==> config.mk <==
export PLATFORM = sky130hd
export DESIGN_NAME = mc_request_queue
export DESIGN_NICKNAME = d
export VERILOG_FILES = /design/src/rtl/mc_request_queue.sv
export SDC_FILE = /design/constraint.sdc
export NUM_CORES = 2
export LEC_CHECK = 0
export BUFFER_PORTS_ARGS = -buffer_cell sky130_fd_sc_hd__buf_4
export CORE_MARGIN = 2
export CORE_UTILIZATION = 60
export DETAILED_ROUTE_END_ITERATION = 10
export PLACE_DENSITY = 0.73
export SLEW_MARGIN = 25
export SYNTH_ARGS = -nofsm -noshare
export SYNTH_HDL_FRONTEND = slang
export SYNTH_MEMORY_MAX_BITS = 65536
export SYNTH_SLANG_ARGS = --single-unit
==> constraint.sdc <==
create_clock -name clk -period 8.1 [get_ports clk]
set_input_delay 0 -clock clk [delete_from_list [all_inputs] [get_ports clk]]
set_output_delay 0 -clock clk [all_outputs]
set_load 0.01 [all_outputs]
==> src/rtl/mc_request_queue.sv <==
// Multi-channel slotted request store: shared slot pool with FIFO free list,
// per-channel quota/occupancy, slot-valid tracking and sticky error flags.
module mc_request_queue #(
  parameter int DATA_WIDTH = 64,
  parameter int LSIZE      = 6,
  parameter int N_CHANNELS = 4,
  parameter int MAX_PER_CH = 2**LSIZE,
  localparam int CW = (N_CHANNELS > 1) ? $clog2(N_CHANNELS) : 1
) (
  input  logic                           clk,
  input  logic                           reset,
  input  logic                           initialize,
  input  logic                           push_valid_in,
  input  logic [CW-1:0]                  push_chan_in,
  input  logic [DATA_WIDTH-1:0]          push_data_in,
  output logic                           push_ready_out,
  output logic                           push_done_out,
  output logic [LSIZE-1:0]               push_slot_id_out,
  output logic [CW-1:0]                  push_chan_out,
  input  logic                           pop_en_in,
  input  logic [LSIZE-1:0]               pop_slot_id_in,
  output logic                           pop_valid_out,
  output logic [DATA_WIDTH-1:0]          pop_data_out,
  output logic [CW-1:0]                  pop_chan_out,
  output logic [N_CHANNELS*(LSIZE+1)-1:0] occupancy_out,
  output logic [LSIZE:0]                 free_count_out,
  output logic                           initialized,
  output logic                           error_invalid_pop,
  output logic                           error_bad_chan
);

  localparam int SLOTS = 2**LSIZE;
  localparam logic [LSIZE:0] SLOTS_C = (LSIZE+1)'(SLOTS);
  localparam logic [LSIZE:0] MAXP    = (LSIZE+1)'(MAX_PER_CH);
  localparam logic [CW:0]    NCH     = (CW+1)'(N_CHANNELS);
  localparam logic [LSIZE-1:0] LAST  = LSIZE'(SLOTS-1);

  typedef enum logic [1:0] {IDLE, INIT, READY} state_e;

  state_e                  state_q;
  logic [DATA_WIDTH-1:0]   ram_q   [SLOTS];
  logic [CW-1:0]           owner_q [SLOTS];
  logic [LSIZE-1:0]        fl_q    [SLOTS];
  logic [SLOTS-1:0]        valid_q;
  logic [LSIZE:0]          occ_q   [N_CHANNELS];
  logic [LSIZE-1:0]        head_q, tail_q, init_q;
  logic [LSIZE:0]          free_q;
  logic                    pend_q;
  logic [LSIZE-1:0]        pend_slot_q;
  logic                    push_done_q, pop_valid_q;
  logic [LSIZE-1:0]        push_slot_q;
  logic [CW-1:0]           push_chan_q, pop_chan_q;
  logic [DATA_WIDTH-1:0]   pop_data_q;
  logic                    init_done_q, err_pop_q, err_chan_q;

  logic                    chan_ok, push_fire, pop_ok;
  logic [LSIZE:0]          occ_sel, avail;
  logic [LSIZE-1:0]        alloc;
  logic [CW-1:0]           pop_own;

  // Handshake and allocation decode; a freed slot still pending its
  // free-list write is counted as free but not yet allocatable.
  always_comb begin
    chan_ok   = {1'b0, push_chan_in} < NCH;
    occ_sel   = chan_ok ? occ_q[push_chan_in] : '0;
    avail     = free_q - {{LSIZE{1'b0}}, pend_q};
    alloc     = fl_q[head_q];
    pop_own   = owner_q[pop_slot_id_in];
    push_ready_out = (state_q == READY) && (avail != '0)
                     && (occ_sel < MAXP) && chan_ok;
    push_fire = push_valid_in && push_ready_out;
    pop_ok    = (state_q == READY) && pop_en_in
                && valid_q[pop_slot_id_in];
  end

  // Slot storage, owner table and free list memories.
  always_ff @(posedge clk) begin
    if (state_q == INIT) begin
      fl_q[init_q]    <= init_q;
      ram_q[init_q]   <= '0;
      owner_q[init_q] <= '0;
    end else begin
      if (push_fire) begin
        ram_q[alloc]   <= push_data_in;
        owner_q[alloc] <= push_chan_in;
      end
      if (pend_q) fl_q[tail_q] <= pend_slot_q;
    end
  end

  // Control FSM, counters, valid bits and registered outputs.
  always_ff @(posedge clk) begin
    if (reset) begin
      state_q     <= IDLE;
      valid_q     <= '0;
      head_q      <= '0;
      tail_q      <= '0;
      init_q      <= '0;
      free_q      <= '0;
      pend_q      <= 1'b0;
      pend_slot_q <= '0;
      push_done_q <= 1'b0;
      push_slot_q <= '0;
      push_chan_q <= '0;
      pop_valid_q <= 1'b0;
      pop_data_q  <= '0;
      pop_chan_q  <= '0;
      init_done_q <= 1'b0;
      err_pop_q   <= 1'b0;
      err_chan_q  <= 1'b0;
      for (int c = 0; c < N_CHANNELS; c++) occ_q[c] <= '0;
    end else begin
      push_done_q <= 1'b0;
      pop_valid_q <= 1'b0;
      if (initialize && state_q != INIT) begin
        state_q     <= INIT;
        valid_q     <= '0;
        head_q      <= '0;
        tail_q      <= '0;
        init_q      <= '0;
        free_q      <= '0;
        pend_q      <= 1'b0;
        init_done_q <= 1'b0;
        err_pop_q   <= 1'b0;
        err_chan_q  <= 1'b0;
        for (int c = 0; c < N_CHANNELS; c++) occ_q[c] <= '0;
      end else begin
        unique case (state_q)
          IDLE: ;
          INIT: begin
            init_q <= init_q + 1'b1;
            if (init_q == LAST) begin
              state_q     <= READY;
              free_q      <= SLOTS_C;
              init_done_q <= 1'b1;
            end
          end
          READY: begin
            if (push_valid_in && !chan_ok) err_chan_q <= 1'b1;
            if (pop_en_in && !valid_q[pop_slot_id_in]) err_pop_q <= 1'b1;
            if (push_fire) begin
              head_q         <= head_q + 1'b1;
              valid_q[alloc] <= 1'b1;
              push_done_q    <= 1'b1;
              push_slot_q    <= alloc;
              push_chan_q    <= push_chan_in;
            end
            if (pend_q) tail_q <= tail_q + 1'b1;
            pend_q      <= pop_ok;
            pend_slot_q <= pop_slot_id_in;
            if (pop_ok) begin
              valid_q[pop_slot_id_in] <= 1'b0;
              pop_valid_q <= 1'b1;
              pop_data_q  <= ram_q[pop_slot_id_in];
              pop_chan_q  <= pop_own;
            end
            free_q <= free_q + (LSIZE+1)'(pop_ok)
                      - (LSIZE+1)'(push_fire);
            for (int c = 0; c < N_CHANNELS; c++) begin
              occ_q[c] <= occ_q[c]
                + (LSIZE+1)'(push_fire && push_chan_in == CW'(c))
                - (LSIZE+1)'(pop_ok && pop_own == CW'(c));
            end
          end
          default: state_q <= IDLE;
        endcase
      end
    end
  end

  // Flatten per-channel occupancy, channel 0 in the LSBs.
  always_comb begin
    occupancy_out = '0;
    for (int c = 0; c < N_CHANNELS; c++)
      occupancy_out[c*(LSIZE+1) +: (LSIZE+1)] = occ_q[c];
  end

  assign push_done_out     = push_done_q;
  assign push_slot_id_out  = push_slot_q;
  assign push_chan_out     = push_chan_q;
  assign pop_valid_out     = pop_valid_q;
  assign pop_data_out      = pop_data_q;
  assign pop_chan_out      = pop_chan_q;
  assign free_count_out    = free_q;
  assign initialized       = init_done_q;
  assign error_invalid_pop = err_pop_q;
  assign error_bad_chan    = err_chan_q;

endmodule
==> results.py <==
metrics = {
    "drt": {
        "antenna_left": 0,
        "wirelength_mm": 538,
        "met1Wirelength_mm": 183,
        "num_vias": 106000,
        "top_layer_used": "met5",
        "vias_per_cell": 7.34,
        "remaining_drc_errors": 0,
        "drt_pass1_iterations": 6,
        "routedWlPerCell_um": 37.4,
        "route.met2.wl_mm": 242,
        "met3_length_mm": 85.3,
        "first_iter_violations": 18700,
    },
    "synthesis": {
        "yosys.area_share.simple": 0.0273,
        "post-synth-top-count-cell": "edfxtp_1",
        "synth_top_family_by_area": "compound AO/OA/AOI/OAI gates",
        "ys_top_cells_by_area": "edfxtp_1 79%, a22oi_1 5.6%, dfxtp_1 2.1%, a22o_1 2.0%, a221oi_1 2.0%",
        "ys.flop_type": "edfxtp_1",
        "yosysTopAreaCell": "edfxtp_1",
        "synth-seq-area-share": 0.807,
        "synth-edff-count": 4629,
        "synth_async_sr_flop_share": 0,
        "synth_fa_ha_area_frac": 0.00375,
        "syn_area_um2": 177000,
        "ys_types": 78,
        "synth-xor-area-share": 0.00198,
        "synthMuxAreaShare": 0.0182,
        "synth_nets": 9802,
        "synth_warnings": 0,
        "synth_compound_area_frac": 0.124,
        "avgSynthCellArea_um2": 18.3,
        "syn_inst": 9675,
        "synth.top_cell.area_share": 0.786,
        "ys_top_cells_by_count": "4629 x edfxtp_1, 1323 x a22oi_1, 405 x a22o_1",
        "ys_ff_latch": 4818,
    },
    "power": {
        "irDropWorstVdd_mv": 0.228,
        "switching_power_uw": 10300,
        "power.internal_uw": 39000,
        "cellPowerDensity_nw_per_um2": 247,
        "p_leak_uw": 0.0600,
        "seq_power_share": 0.546,
        "power.share.clock": 0.421,
        "power_frac_comb": 0.033,
        "switching_share": 0.209,
    },
    "place": {
        "portBuffers": 190,
        "dp_hpwl_mm": 280,
        "dp_cells": 13400,
        "place_congestion": 0.890,
    },
    "final_layout": {
        "utilization": 0.681,
        "instances_no_fill": 14400,
        "area_delta_synth_final_pct": 12.9,
        "fin_nets": 10200,
        "drive_above_1_share": 0.135,
    },
    "global_routing": {
        "grt_first_pass_wirelength_mm": 751,
        "overflow": 0,
        "antenna_found_initial": 35,
        "grt_max_degree": 122,
        "track_usage": 0.353,
        "first_global_vias": 101000,
    },
    "setup_path": {
        "path_class": "reg -> reg",
        "start_kind": "flip-flop",
        "critPathBufInv": 4,
        "crit_path_end_kind": "flip-flop",
        "cp_common_cell": "buf_4",
        "crit_path_max_incr_delay_ps": 770,
        "crit_arrival_ps": 7060,
        "crit_chain": "buf_12 > mux4_2 > mux2i_1 > a2111oi_0 > buf_4 > or4_1 > nor3_1 > a22oi_1 > nor2_4 > buf_4 > buf_4",
        "critPathTopFamily": "simple AND/OR/NAND/NOR gates",
        "worstPathMaxFanout": 36,
        "crit_required_ps": 8690,
        "cpMaxStageDelayCell": "dfxtp_2",
    },
    "die": {
        "die_w_um": 547,
        "num_io_pins": 192,
        "core_region_area_um2": 294000,
        "initial_utilization": 0.603,
        "rows": 199,
        "die_y_um": 547,
        "die_area_um2": 299000,
    },
    "timing": {
        "fin_skew_ps": 72.9,
        "slew_headroom": 0.208,
        "setup_tns_ps": 0,
        "period_share": 0.799,
        "rsz0062_at_grt": "false",
        "whs_ps": 73.2,
        "tightest_slew_ps": 1190,
        "max_freq_ghz": 0.155,
        "slew_viol_final": 0,
        "fin_crit_ps": 6470,
        "setup_viol": 0,
        "hold_violations": 0,
    },
    "clock_tree": {
        "postCtsHoldBufs": 76,
        "clockBufferDepth": 4,
        "htree_levels": 5,
        "worstSkewPairLatency_ps": 1000,
        "ctsResizeCount": 0,
        "clock-sinks": 4818,
        "cts_buffers": 453,
        "cts_setup_buffers": 0,
        "clkTransAtPathRegs_ps": 70,
        "cts-root-buf": "clkbuf_16",
        "cts_tree": "done",
    },
    "worst_hold_path": {
        "min_path_type": "in -> reg",
    },
    "flow_run": {
        "drv_cap": 0,
    },
    "outcome": {
        "outcome": "complete, no violations",
    },
}
power by group through the flow:
stage	clock network, uW	logic [uW]	registers, uW
after floorplan	0	874	27500
after global placement	0	1520	27500
after detailed placement	0	1540	27500
after CTS	20800	1580	26900
after global routing	21700	1690	26900
final	20800	1640	26900
path summary, 6_finish.rpt:
check              start         endpoint  slack [ps]  cells after the start
max            flip-flop    ram_q[44][43]        1630                     11
max reg2reg    flip-flop    ram_q[44][43]        1630                     11
min reg2reg  initialized      initialized         450                      2
min                reset  pop_chan_out[1]          70                      3
layer usage:
layer,up-vias,GRT usage
met1,53000,0.486
met3,1501,0.103
met4,34,0.161
met2,9583,0.526
li1,41500,-
met5,-,0
kinds of logic (layout without fill, tap and decap cells):
logic type,Yosys count,count (layout)
flip-flops,4818,4818
buffers and inverters,706,1471
other,1,25
adder cells (fa/ha/maj),50,50
multiplexers,189,189
AO/OA/AOI/OAI,2951,2951
XOR/XNOR,40,40
AND/OR/NAND/NOR,920,920
state kept, by name, indices dropped and copies added (netlist names), 7 cells and up, named ones only:
signal,cells
owner_q,128
occ_q,28
ram_q,4096
free_count_out,7
pop_data_out,64
fl_q,384
valid_q,64
tightest hold or removal path, cell delays in order:
cell and delay, ps:
dlygate4sd3_1 550, buf_6 230, a21oi_1 170
metrics by stage:
step                      power (uW)  worst slack (ps)  cell area (um^2)
after floorplan                28300              1950            177000
after global placement         29000              1630            184000
after detailed placement       29000              1750            184000
after CTS                      49300              1740            199000
after global routing           50300              1520            200000
final                          49300              1630            200000
cell usage in the layout, fill, tap and decap left out, types with 138 or more instances in the layout:
cell type  count
a22oi_1     1323
nor2_1       205
a221oi_1     396
dfxtp_1      186
buf_4        411
clkbuf_1     138
a31oi_1      366
a21oi_1      263
edfxtp_1    4629
nand4_1      158
clkbuf_16    457
a22o_1       405
area by class of cell:
type	instances	area [um^2]
timing repair buffer	575	5550
inverter	60	225
tap	3919	4900
multi-input combinational	4151	31800
fill	18100	93800
antenna	24	60.1
sequential	4818	143000
clock inverter	215	2110
clock buffer	621	12300
Note: power is estimated with default switching activity, not from simulation.
